<file path="src/rtl/periph_mmio_pkg.sv">
`default_nettype none
// ============================================================================
// Module   : periph_mmio_pkg
// Purpose  : Shared definitions for the MMIO peripheral responder: register
//            word indices (addr[4:2]), CTRL/STATUS bit positions and the
//            byte-lane to bit-mask helper.
// Ports    : none (package)
// Revision : 1.0 - initial release
// ============================================================================
package periph_mmio_pkg;

   // Word index inside the 32-byte window, i.e. addr[4:2].
   typedef logic [2:0] reg_idx_t;

   localparam reg_idx_t OFF_GPIO_OUT = 3'd0;  // 0x00
   localparam reg_idx_t OFF_GPIO_IN  = 3'd1;  // 0x04
   localparam reg_idx_t OFF_MTIME_LO = 3'd2;  // 0x08
   localparam reg_idx_t OFF_MTIME_HI = 3'd3;  // 0x0C
   localparam reg_idx_t OFF_CMP_LO   = 3'd4;  // 0x10
   localparam reg_idx_t OFF_CMP_HI   = 3'd5;  // 0x14
   localparam reg_idx_t OFF_CTRL     = 3'd6;  // 0x18
   localparam reg_idx_t OFF_STATUS   = 3'd7;  // 0x1C

   localparam int CTRL_TEN    = 0;
   localparam int CTRL_IEN    = 1;
   localparam int STATUS_PEND = 0;

   // Expand byte enables to a 32-bit mask: bit i of be covers data[8i+7:8i].
   function automatic logic [31:0] lane_mask(input logic [3:0] be);
      logic [31:0] m;
      for (int i = 0; i < 4; i++) begin
         m[8*i +: 8] = {8{be[i]}};
      end
      return m;
   endfunction

endpackage
`default_nettype wire

</file>
<file path="src/rtl/periph_timer64.sv">
`default_nettype none
// ============================================================================
// Module   : periph_timer64
// Purpose  : 64-bit machine timer with prescaler, 64-bit compare, CTRL
//            (TEN/IEN) and sticky PEND status driving a level interrupt.
// Ports    : clock, reset          - clock, async active-high reset
//            wr_i                  - qualified write strobe (in window, be!=0)
//            wr_sel_i              - register word index of the write
//            wr_data_i, wr_mask_i  - write data and byte-lane bit mask
//            mtime_o, cmp_o        - current counter and compare values
//            ctrl_o                - {IEN, TEN}
//            pend_o, irq_o         - pending flag and PEND & IEN
// Revision : 1.0 - initial release
// ============================================================================
module periph_timer64
   import periph_mmio_pkg::*;
#(
   parameter int PRESCALE = 1
) (
   input  logic        clock,
   input  logic        reset,
   input  logic        wr_i,
   input  reg_idx_t    wr_sel_i,
   input  logic [31:0] wr_data_i,
   input  logic [31:0] wr_mask_i,
   output logic [63:0] mtime_o,
   output logic [63:0] cmp_o,
   output logic [1:0]  ctrl_o,
   output logic        pend_o,
   output logic        irq_o
);

   localparam int          PW       = (PRESCALE > 1) ? $clog2(PRESCALE) : 1;
   localparam logic [PW-1:0] PRE_MAX = PW'(PRESCALE - 1);

   logic [PW-1:0] presc_q, presc_d;
   logic [63:0]   mtime_q, mtime_d;
   logic [63:0]   cmp_q,   cmp_d;
   logic          ten_q,   ten_d;
   logic          ien_q,   ien_d;
   logic          pend_q,  pend_d;

   logic tick;
   logic set_pend;
   logic clr_pend;

   function automatic logic [31:0] merge(input logic [31:0] old_v,
                                         input logic [31:0] new_v,
                                         input logic [31:0] m);
      return (old_v & ~m) | (new_v & m);
   endfunction

   assign tick     = ten_q && (presc_q == PRE_MAX);
   assign set_pend = ten_q && (mtime_q >= cmp_q);

   always_comb begin
      presc_d  = presc_q;
      mtime_d  = mtime_q;
      cmp_d    = cmp_q;
      ten_d    = ten_q;
      ien_d    = ien_q;
      clr_pend = 1'b0;

      // Prescaler holds its count while the timer is disabled.
      if (ten_q) begin
         presc_d = tick ? '0 : presc_q + 1'b1;
      end
      if (tick) begin
         mtime_d = mtime_q + 64'd1;
      end

      if (wr_i) begin
         case (wr_sel_i)
            // An mtime write overrides the increment entirely: unwritten
            // lanes keep their pre-increment value.
            OFF_MTIME_LO: mtime_d = {mtime_q[63:32],
                                     merge(mtime_q[31:0], wr_data_i, wr_mask_i)};
            OFF_MTIME_HI: mtime_d = {merge(mtime_q[63:32], wr_data_i, wr_mask_i),
                                     mtime_q[31:0]};
            OFF_CMP_LO:   cmp_d   = {cmp_q[63:32],
                                     merge(cmp_q[31:0], wr_data_i, wr_mask_i)};
            OFF_CMP_HI:   cmp_d   = {merge(cmp_q[63:32], wr_data_i, wr_mask_i),
                                     cmp_q[31:0]};
            OFF_CTRL: begin
               if (wr_mask_i[CTRL_TEN]) ten_d = wr_data_i[CTRL_TEN];
               if (wr_mask_i[CTRL_IEN]) ien_d = wr_data_i[CTRL_IEN];
            end
            OFF_STATUS:   clr_pend = wr_mask_i[STATUS_PEND] & wr_data_i[STATUS_PEND];
            default: ;
         endcase
      end

      // Set has priority over a same-cycle write-1-to-clear.
      pend_d = set_pend | (pend_q & ~clr_pend);
   end

   always_ff @(posedge clock or posedge reset) begin
      if (reset) begin
         presc_q <= '0;
         mtime_q <= '0;
         cmp_q   <= '1;
         ten_q   <= 1'b0;
         ien_q   <= 1'b0;
         pend_q  <= 1'b0;
      end else begin
         presc_q <= presc_d;
         mtime_q <= mtime_d;
         cmp_q   <= cmp_d;
         ten_q   <= ten_d;
         ien_q   <= ien_d;
         pend_q  <= pend_d;
      end
   end

   assign mtime_o = mtime_q;
   assign cmp_o   = cmp_q;
   assign ctrl_o  = {ien_q, ten_q};
   assign pend_o  = pend_q;
   assign irq_o   = pend_q & ien_q;

endmodule
`default_nettype wire

</file>
<file path="src/rtl/periph_mmio_responder.sv">
`default_nettype none
// ============================================================================
// Module   : periph_mmio_responder
// Purpose  : Memory-mapped peripheral on the data-memory request/response
//            bus. Holds address decode, GPIO out/in and the one-cycle
//            response register; the timer lives in periph_timer64.
// Ports    : clock, reset                 - clock, async active-high reset
//            io_req_*                      - request (valid, addr, data, be, wr)
//            io_rsp_valid, io_rsp_bits_*   - registered response, 1-cycle latency
//            io_gpio_in / io_gpio_out      - async GPIO inputs / output register
//            io_timer_irq                  - level timer interrupt
// Revision : 1.0 - initial release
// ============================================================================
module periph_mmio_responder
   import periph_mmio_pkg::*;
#(
   parameter logic [31:0] BASE_ADDR = 32'h4000_0000,
   parameter int          GPIO_W    = 32,
   parameter int          PRESCALE  = 1
) (
   input  logic              clock,
   input  logic              reset,
   input  logic              io_req_valid,
   input  logic [31:0]       io_req_bits_addrRequest,
   input  logic [31:0]       io_req_bits_dataRequest,
   input  logic [3:0]        io_req_bits_activeByteLane,
   input  logic              io_req_bits_isWrite,
   output logic              io_rsp_valid,
   output logic [31:0]       io_rsp_bits_dataResponse,
   input  logic [GPIO_W-1:0] io_gpio_in,
   output logic [GPIO_W-1:0] io_gpio_out,
   output logic              io_timer_irq
);

   logic              hit;
   reg_idx_t          idx;
   logic [31:0]       wmask;
   logic              wr;
   logic [31:0]       rdata;
   logic              w_unused_addr;

   logic [GPIO_W-1:0] gpio_out_q, gpio_out_d;
   logic [GPIO_W-1:0] sync1_q;
   logic [GPIO_W-1:0] sync2_q;
   logic              rsp_valid_q, rsp_valid_d;
   logic [31:0]       rsp_data_q,  rsp_data_d;

   logic [63:0]       mtime;
   logic [63:0]       cmp;
   logic [1:0]        ctrl;
   logic              pend;

   assign hit   = (io_req_bits_addrRequest[31:5] == BASE_ADDR[31:5]);
   assign idx   = io_req_bits_addrRequest[4:2];
   assign wmask = lane_mask(io_req_bits_activeByteLane);
   // Lane 0000 writes still get a response but touch no state.
   assign wr    = io_req_valid & io_req_bits_isWrite & hit &
                  (|io_req_bits_activeByteLane);

   // Byte offset within a word is ignored.
   assign w_unused_addr = ^io_req_bits_addrRequest[1:0];

   periph_timer64 #(
      .PRESCALE (PRESCALE)
   ) u_timer (
      .clock     (clock),
      .reset     (reset),
      .wr_i      (wr),
      .wr_sel_i  (idx),
      .wr_data_i (io_req_bits_dataRequest),
      .wr_mask_i (wmask),
      .mtime_o   (mtime),
      .cmp_o     (cmp),
      .ctrl_o    (ctrl),
      .pend_o    (pend),
      .irq_o     (io_timer_irq)
   );

   // Read mux works on current register values, i.e. before any update
   // caused by a write in the same cycle.
   always_comb begin
      rdata = '0;
      case (idx)
         OFF_GPIO_OUT: rdata[GPIO_W-1:0] = gpio_out_q;
         OFF_GPIO_IN:  rdata[GPIO_W-1:0] = sync2_q;
         OFF_MTIME_LO: rdata = mtime[31:0];
         OFF_MTIME_HI: rdata = mtime[63:32];
         OFF_CMP_LO:   rdata = cmp[31:0];
         OFF_CMP_HI:   rdata = cmp[63:32];
         OFF_CTRL:     rdata[1:0] = ctrl;
         OFF_STATUS:   rdata[STATUS_PEND] = pend;
         default:      rdata = '0;
      endcase
   end

   always_comb begin
      gpio_out_d = gpio_out_q;
      if (wr && (idx == OFF_GPIO_OUT)) begin
         gpio_out_d = (gpio_out_q & ~wmask[GPIO_W-1:0]) |
                      (io_req_bits_dataRequest[GPIO_W-1:0] & wmask[GPIO_W-1:0]);
      end

      rsp_valid_d = io_req_valid;
      rsp_data_d  = '0;
      if (io_req_valid && !io_req_bits_isWrite && hit) begin
         rsp_data_d = rdata;
      end
   end

   always_ff @(posedge clock or posedge reset) begin
      if (reset) begin
         gpio_out_q  <= '0;
         sync1_q     <= '0;
         sync2_q     <= '0;
         rsp_valid_q <= 1'b0;
         rsp_data_q  <= '0;
      end else begin
         gpio_out_q  <= gpio_out_d;
         sync1_q     <= io_gpio_in;
         sync2_q     <= sync1_q;
         rsp_valid_q <= rsp_valid_d;
         rsp_data_q  <= rsp_data_d;
      end
   end

   assign io_gpio_out              = gpio_out_q;
   assign io_rsp_valid             = rsp_valid_q;
   assign io_rsp_bits_dataResponse = rsp_data_q;

endmodule
`default_nettype wire

</file>
<file path="config.mk">
export PLATFORM = sky130hd
export DESIGN_NAME = periph_mmio_responder
export DESIGN_NICKNAME = d
export VERILOG_FILES = /design/src/rtl/periph_mmio_pkg.sv /design/src/rtl/periph_timer64.sv /design/src/rtl/periph_mmio_responder.sv
export SDC_FILE = /design/constraint.sdc
export NUM_CORES = 1
export LEC_CHECK = 0
export ABC_AREA = 1
export BUFFER_PORTS_ARGS = -buffer_cell sky130_fd_sc_hd__clkbuf_2
export CORE_AREA = 2 2 170 172
export CTS_BUF_LIST = sky130_fd_sc_hd__clkbuf_8
export DETAILED_ROUTE_END_ITERATION = 8
export DIE_AREA = 0 0 172 174
export PLACE_DENSITY_LB_ADDON = 0.15
export SETUP_SLACK_MARGIN = 0.15
export SYNTH_ARGS = -nofsm -noshare
export SYNTH_HDL_FRONTEND = slang
export SYNTH_SLANG_ARGS = --single-unit
</file>
<file path="constraint.sdc">
create_clock -name clock -period 13.3 [get_ports clock]
set_clock_uncertainty 0.2 [all_clocks]
set_input_delay 0.665 -clock clock [delete_from_list [all_inputs] [get_ports clock]]
set_output_delay 0.665 -clock clock [all_outputs]
set_load 0.02 [all_outputs]
</file>
==> flow_metrics.py, run 1 <==
metrics = {
    "setup_path": {
        "worstSetupEndpointType": "register",
        "arrival_ns": 3.53,
        "cp_num_buf_inv": 5,
        "max_stage_delay_ns": 0.73,
        "slowest_stage": "inv_2",
        "worst-r2r-setup-slack_ns": 10.42,
        "crit_type": "in2reg",
        "cp-start-kind": "input port",
        "crit_path_max_fanout": 34,
        "critical_path.cell_chain": "clkbuf_2 > inv_1 > nand3_2 > inv_2 > nand3_2 > buf_4 > inv_2 > nand3_1 > nand2_1 > nor2_1",
        "path_delay_family": "buffers and inverters",
        "worstPathRequired_ns": 13.56,
    },
    "final_layout": {
        "fill_cells": 2540,
        "final_cell_mix": "488 x nand2_1, 254 x inv_1, 197 x dfrtp_1, 168 x nand3_1, 167 x clkbuf_2",
        "syn_to_final_growth_pct": 16.54,
        "finalInstanceArea_um2": 17690,
        "post_route_cells_drive_above_1_share_pct": 17.26,
        "regArea_um2": 6611,
        "fin_util_pct": 62.66,
        "nets": 2309,
        "layout_commonest_cell": "nand2_1",
        "multiInputGateArea_um2": 7288,
        "finalNonFillerCells": 2563,
    },
    "place": {
        "gp_congestion": 0.9609,
        "placed_area_um2": 16270,
        "place_hpwl_um": 38270,
        "place_inst": 2444,
        "port_buffers": 167,
        "place_ws_ns": 9.593,
    },
    "sta": {
        "setup_ws_ns": 10.03,
        "fmax_ghz": 0.3063,
        "setup_viol": 0,
        "fin_setup_tns_ns": 0,
        "relSlewSlack_pct": 24.46,
        "rsz0062_at_grt": "false",
        "finalCritPeriodShare_pct": 24.55,
        "worst_pin_slew_ns": 1.132,
        "drv_slew": 0,
        "finalCriticalPeriod_ns": 3.265,
        "final_hold_viol_count": 0,
        "hold_ws_ns": 0.04055,
    },
    "clock_network": {
        "clockRootBuffer": "clkbuf_8",
        "clock-sinks": 261,
        "clk_pin_slew_worst_paths_ns": 0.06,
        "clockBufferDepth": 3,
        "cts_buffers": 46,
        "clk_latency_ns": 0.59,
        "postCtsSetupBuffers": 0,
        "htreeDepth": 2,
        "cts_tree": "yes",
    },
    "synth": {
        "synth_seq_cells": 261,
        "avgSynthCellArea_um2": 7.774,
        "yosys_most_used_dff": "dfrtp_1",
        "synthesis.area_um2": 15180,
        "seq_area_frac_synth_pct": 43.55,
        "synth_warnings": 0,
        "syn_nets": 2122,
        "synthCells": 1953,
        "async_flop_share_pct": 100.0,
        "synth_edf_count": 0,
        "ys_types": 48,
    },
    "floorplan": {
        "ios": 170,
        "die_y_um": 174,
        "die_w_um": 172,
        "core_um2": 28240,
        "die_area_um2": 29930,
        "core.rowCount": 62,
        "start_util_pct": 53.77,
    },
    "grt": {
        "grt_pass1_wl_um": 82110,
        "grt_use_total_pct": 35.98,
        "overflow": 0,
        "grt_max_degree": 132,
        "antenna_found_initial": 1,
        "grt_pass1_vias": 14294,
    },
    "power": {
        "power.switching_mw": 0.4392,
        "p_per_area_nw_per_um2": 101.0,
        "clkPwrFrac_pct": 48.7,
        "p_leak_nw": 8.841,
        "seqPwrFrac_pct": 45.2,
        "finalPower_mw": 1.788,
        "ir_drop_uv": 103.1,
        "p_int_mw": 1.349,
        "switching_share_pct": 24.57,
        "combPwrFrac_pct": 6.1,
    },
    "route": {
        "post-route-drc-count": 0,
        "dr.pass1.iters": 6,
        "wl_um": 53330,
        "routed-via-count": 15182,
        "ant_nets": 0,
        "viasPerCell": 5.924,
        "wl_per_cell_um": 20.81,
        "drt_iter0_markers": 1894,
    },
    "outcome": {
        "status": "complete, no violations",
    },
    "flow_run": {
        "drv_cap": 0,
    },
    "worst_hold_path": {
        "worstHoldPathType": "in2reg",
    },
}
-- per-layer routing --
| metal | GRT usage (%) | wire length, um | part of all wire [%] |
|---|---|---|---|
| met1 | 53.63 | 22830 | 43 |
| met2 | 51.26 | 22240 | 42 |
| met3 | 9.312 | 6554 | 12 |
| met4 | 11.17 | 1703 | 3.2 |
| met5 | 0 | 0 | 0 |
-- power groups by stage --
stage          registers, mW  clock network (mW)  logic, mW
6_report               0.808               0.871      0.109
5_1_grt                0.809               0.912      0.119
4_1_cts                0.808               0.878      0.106
3_5_place_dp           0.822                   0     0.0987
3_3_place_gp           0.821                   0     0.0977
2_1_floorplan          0.821                   0     0.0534
-- area by class of cell --
cell class / instances / share of cell area [%]
Antenna cell: 1 / 0.01414
Inverter: 254 / 5.431
Clock inverter: 25 / 1.450
Timing Repair Buffer: 212 / 7.086
Multi-Input combinational cell: 1365 / 41.19
Tap cell: 384 / 2.716
Clock buffer: 61 / 4.745
Sequential cell: 261 / 37.37
-- path summary, 6_finish.rpt --
path | from | end | cells after the start
setup / recovery | io_req_bits_addrRequest[2] | u_timer.mtime_o[28] | 10
hold / removal | io_req_valid | io_rsp_valid | 1
setup reg to reg | u_timer.mtime_o[37] | u_timer.mtime_o[51] | 8
hold reg to reg | sync1_q[4] | sync2_q[4] | 0
max in group asynchronous | reset | u_timer.mtime_o[46] | 3
min in group asynchronous | reset | io_rsp_bits_dataResponse[13] | 2
-- cell usage after synthesis (2+ instances only) --
| master | n | area, um^2 |
|---|---|---|
| nand3_1 | 169 | 845.8 |
| nand2_1 | 488 | 1832 |
| o22ai_1 | 77 | 481.7 |
| nor2_1 | 107 | 401.6 |
| o21a_1 | 12 | 90.09 |
| dfrtp_1 | 197 | 4930 |
| clkbuf_1 | 29 | 108.9 |
| nor3b_1 | 2 | 15.01 |
| a21oi_1 | 65 | 325.3 |
| a31oi_1 | 22 | 137.6 |
| nor4_1 | 7 | 43.79 |
| o21ai_0 | 135 | 675.7 |
| o31ai_1 | 2 | 15.01 |
| buf_1 | 4 | 15.01 |
| a221oi_1 | 25 | 219.0 |
| a22oi_1 | 8 | 60.06 |
| or2_2 | 2 | 12.51 |
| nand3_2 | 5 | 50.05 |
| xnor2_1 | 2 | 17.52 |
| nor3_2 | 4 | 40.04 |
| o211ai_1 | 21 | 157.7 |
| xor2_1 | 17 | 148.9 |
| nand4_1 | 38 | 237.7 |
| buf_4 | 4 | 30.03 |
| nor2_4 | 12 | 135.1 |
| o21ai_1 | 9 | 45.04 |
| inv_2 | 12 | 45.04 |
| inv_1 | 242 | 908.4 |
| nor3_4 | 2 | 32.53 |
| ha_1 | 65 | 813.3 |
| a211oi_1 | 4 | 30.03 |
| buf_2 | 35 | 175.2 |
| dfstp_2 | 64 | 1682 |
| nand2_2 | 5 | 31.28 |
| nor3_1 | 37 | 185.2 |
| a21o_1 | 3 | 22.52 |
| nor2_2 | 10 | 62.56 |
-- logic make-up after synthesis --
| kind of cell | after synthesis | share of synthesized area (%) |
|---|---|---|
| buf+inv | 327 | 8.480 |
| fa+ha+maj | 65 | 5.357 |
| compound gates | 386 | 15.07 |
| xor+xnor | 19 | 1.096 |
| simple gates | 895 | 26.45 |
| flops | 261 | 43.55 |
-- worst reg2reg max path: cells and delay by family (launching register included) --
kind	cells	cell delay, ns
compound gates	1	0.22
flops	1	0.66
simple gates	7	1.76
-- repair_timing --
item,CTS,global route
hold endpoints to repair,31,1
hold buffers,31,1
endpoints found under the setup margin,0,0
resized for setup,0,0
(Power assumes the default switching activity.)
==> inputs of run 2 (changes only) <==
==> constraint.sdc (replaced) <==
create_clock -name clock -period 3.2 [get_ports clock]
set_clock_uncertainty 0.2 [all_clocks]
set_input_delay 0.16 -clock clock [delete_from_list [all_inputs] [get_ports clock]]
set_output_delay 0.16 -clock clock [all_outputs]
set_load 0.02 [all_outputs]
==> flow_metrics.py, run 2 (same netlist as run 1, synthesis figures left out) <==
metrics = {
    "outcome": {
        "status": "complete, no violations",
    },
    "flow_run": {
        "drv_cap": 0,
    },
    "final_layout": {
        "finalInstanceArea_um2": 18670,
        "layout_commonest_cell": "nand2_1",
        "post_route_cells_drive_above_1_share_pct": 17.45,
        "fin_util_pct": 66.12,
        "final_cell_mix": "488 x nand2_1, 261 x inv_1, 197 x dfrtp_1, 167 x nand3_1, 167 x clkbuf_2",
        "antenna_cells": 0,
        "finalNonFillerCells": 2670,
        "syn_to_final_growth_pct": 22.99,
        "nets": 2418,
    },
    "grt": {
        "grt_max_degree": 70,
        "overflow": 0,
        "grt_use_total_pct": 38.62,
        "antenna_found_initial": 0,
        "grt_pass1_wl_um": 87800,
        "grt_pass1_vias": 15288,
    },
    "worst_hold_path": {
        "worstHoldPathType": "in2reg",
        "min_path_cells": 2,
    },
    "clock_network": {
        "clock-sinks": 261,
        "clockBufferDepth": 3,
        "cts_tree": "yes",
        "clk_latency_ns": 0.59,
        "clockRootBuffer": "clkbuf_8",
        "clk_pin_slew_worst_paths_ns": 0.06,
        "cts_buffers": 46,
        "htreeDepth": 2,
    },
    "route": {
        "wl_um": 56940,
        "dr.pass1.iters": 6,
        "wl_per_cell_um": 21.32,
        "viasPerCell": 5.911,
        "ant_nets": 0,
        "post-route-drc-count": 0,
        "routed-via-count": 15782,
        "drt_iter0_markers": 1814,
    },
    "place": {
        "port_buffers": 167,
        "place_inst": 2471,
        "placed_area_um2": 16540,
        "place_hpwl_um": 39950,
        "gp_congestion": 0.9742,
    },
    "setup_path": {
        "crit_top_cell": "dlygate4sd3_1",
        "arrival_ns": 3.29,
        "slowest_stage": "dlygate4sd3_1",
        "rr_worst_depth": 9,
        "worstPathRequired_ns": 3.51,
        "critical_path.cell_chain": "dlygate4sd3_1 > clkbuf_2 > nor3_1 > nand3_1 > nor2_4 > nand2_4 > nor3_2 > nand2_1 > dlygate4sd3_1 > o21ai_0 > dlygate4sd3_1",
        "crit_type": "in2reg",
        "max_stage_delay_ns": 0.57,
        "worstSetupEndpointType": "register",
        "cp-start-kind": "input port",
        "crit_path_max_fanout": 5,
    },
    "floorplan": {
        "core.rowCount": 62,
        "die_y_um": 174,
        "die_w_um": 172,
        "ios": 170,
        "core_um2": 28240,
        "die_area_um2": 29930,
        "start_util_pct": 53.77,
    },
    "sta": {
        "finalCriticalPeriod_ns": 2.980,
        "fmax_ghz": 0.3356,
        "fin_setup_tns_ns": 0,
        "relSlewSlack_pct": 48.31,
        "setup_viol": 0,
        "worst_pin_slew_ns": 0.7753,
        "rsz0062_at_grt": "false",
        "finalCritPeriodShare_pct": 93.13,
        "drv_slew": 0,
        "final_hold_viol_count": 0,
    },
    "power": {
        "ir_drop_uv": 505.2,
        "p_per_area_nw_per_um2": 384.4,
        "p_leak_nw": 9.247,
        "finalPower_mw": 7.178,
    },
}
## run 2: cell count changes in the layout (fill, tap and decap cells not counted), moves of 3 or more
cell	delta
inv_1	+7
bufinv_16	-3
dlygate4sd3_1	+82
clkbuf_8	-4
buf_12	+5
buf_4	+22
## run 2: per-layer routing
layer | track usage [%] | vias to the layer above | share of wire (%)
met5 | 0 | - | 0
li1 | - | 7166 | -
met2 | 55.14 | 973 | 42
met1 | 56.12 | 7502 | 42
met4 | 14.88 | 0 | 3.8
met3 | 10.20 | 141 | 12
## run 2: power by group
| part | total, mW | switching (mW) | leakage [nW] | internal, mW |
|---|---|---|---|---|
| sequential | 3.36 | 0.0132 | 3.21 | 3.35 |
| clock | 3.28 | 1.50 | 0.574 | 1.78 |
| combinational | 0.536 | 0.339 | 5.46 | 0.197 |
## run 2: worst paths after layout
check / start / end / slack, ns
setup / recovery: io_req_bits_addrRequest[27] / u_timer.ten_q / 0.22
hold / removal: io_gpio_in[2] / sync1_q[2] / 0.008
setup reg to reg: u_timer.mtime_o[0] / u_timer.mtime_o[38] / 0.64
hold reg to reg: sync1_q[17] / sync2_q[17] / 0.14
max in group asynchronous: reset / sync2_q[22] / 1.18
min in group asynchronous: reset / async pin / 0.56
## run 2: final cells by class
cell class                      instances  area (um^2)
Tap cell                              384        480.5
Timing Repair Buffer                  321         2340
Clock inverter                         28        182.7
Clock buffer                           57        784.5
Fill cell                            2398         9565
Multi-Input combinational cell       1365         7316
Inverter                              254        957.2
Sequential cell                       261         6611
## run 2: metrics by stage
| stage | hold WS [ns] | setup slack (ns) |
|---|---|---|
| finish | 0.007631 | 0.2199 |
| global route | 0.0005952 | 0.1820 |
| CTS | 0.0001980 | 0.1829 |
| detailed placement | 0.04452 | 0.7178 |
| global placement | 0.03572 | 0.7866 |
| floorplan | -0.008570 | -0.5493 |
## run 2: worst max-delay path: cells and delay by family
family	cells	cell delay, ns
simple gates	6	1.17
compound gates	1	0.09
buf+inv	4	1.85
## run 2: repair_timing
action / 4_1_cts / 5_1_grt
gates resized for setup: 0 / 5
setup endpoints to repair: 0 / 5
hold endpoints to repair: 320 / 0
hold buffers: 115 / 0
buffers inserted: 0 / 0
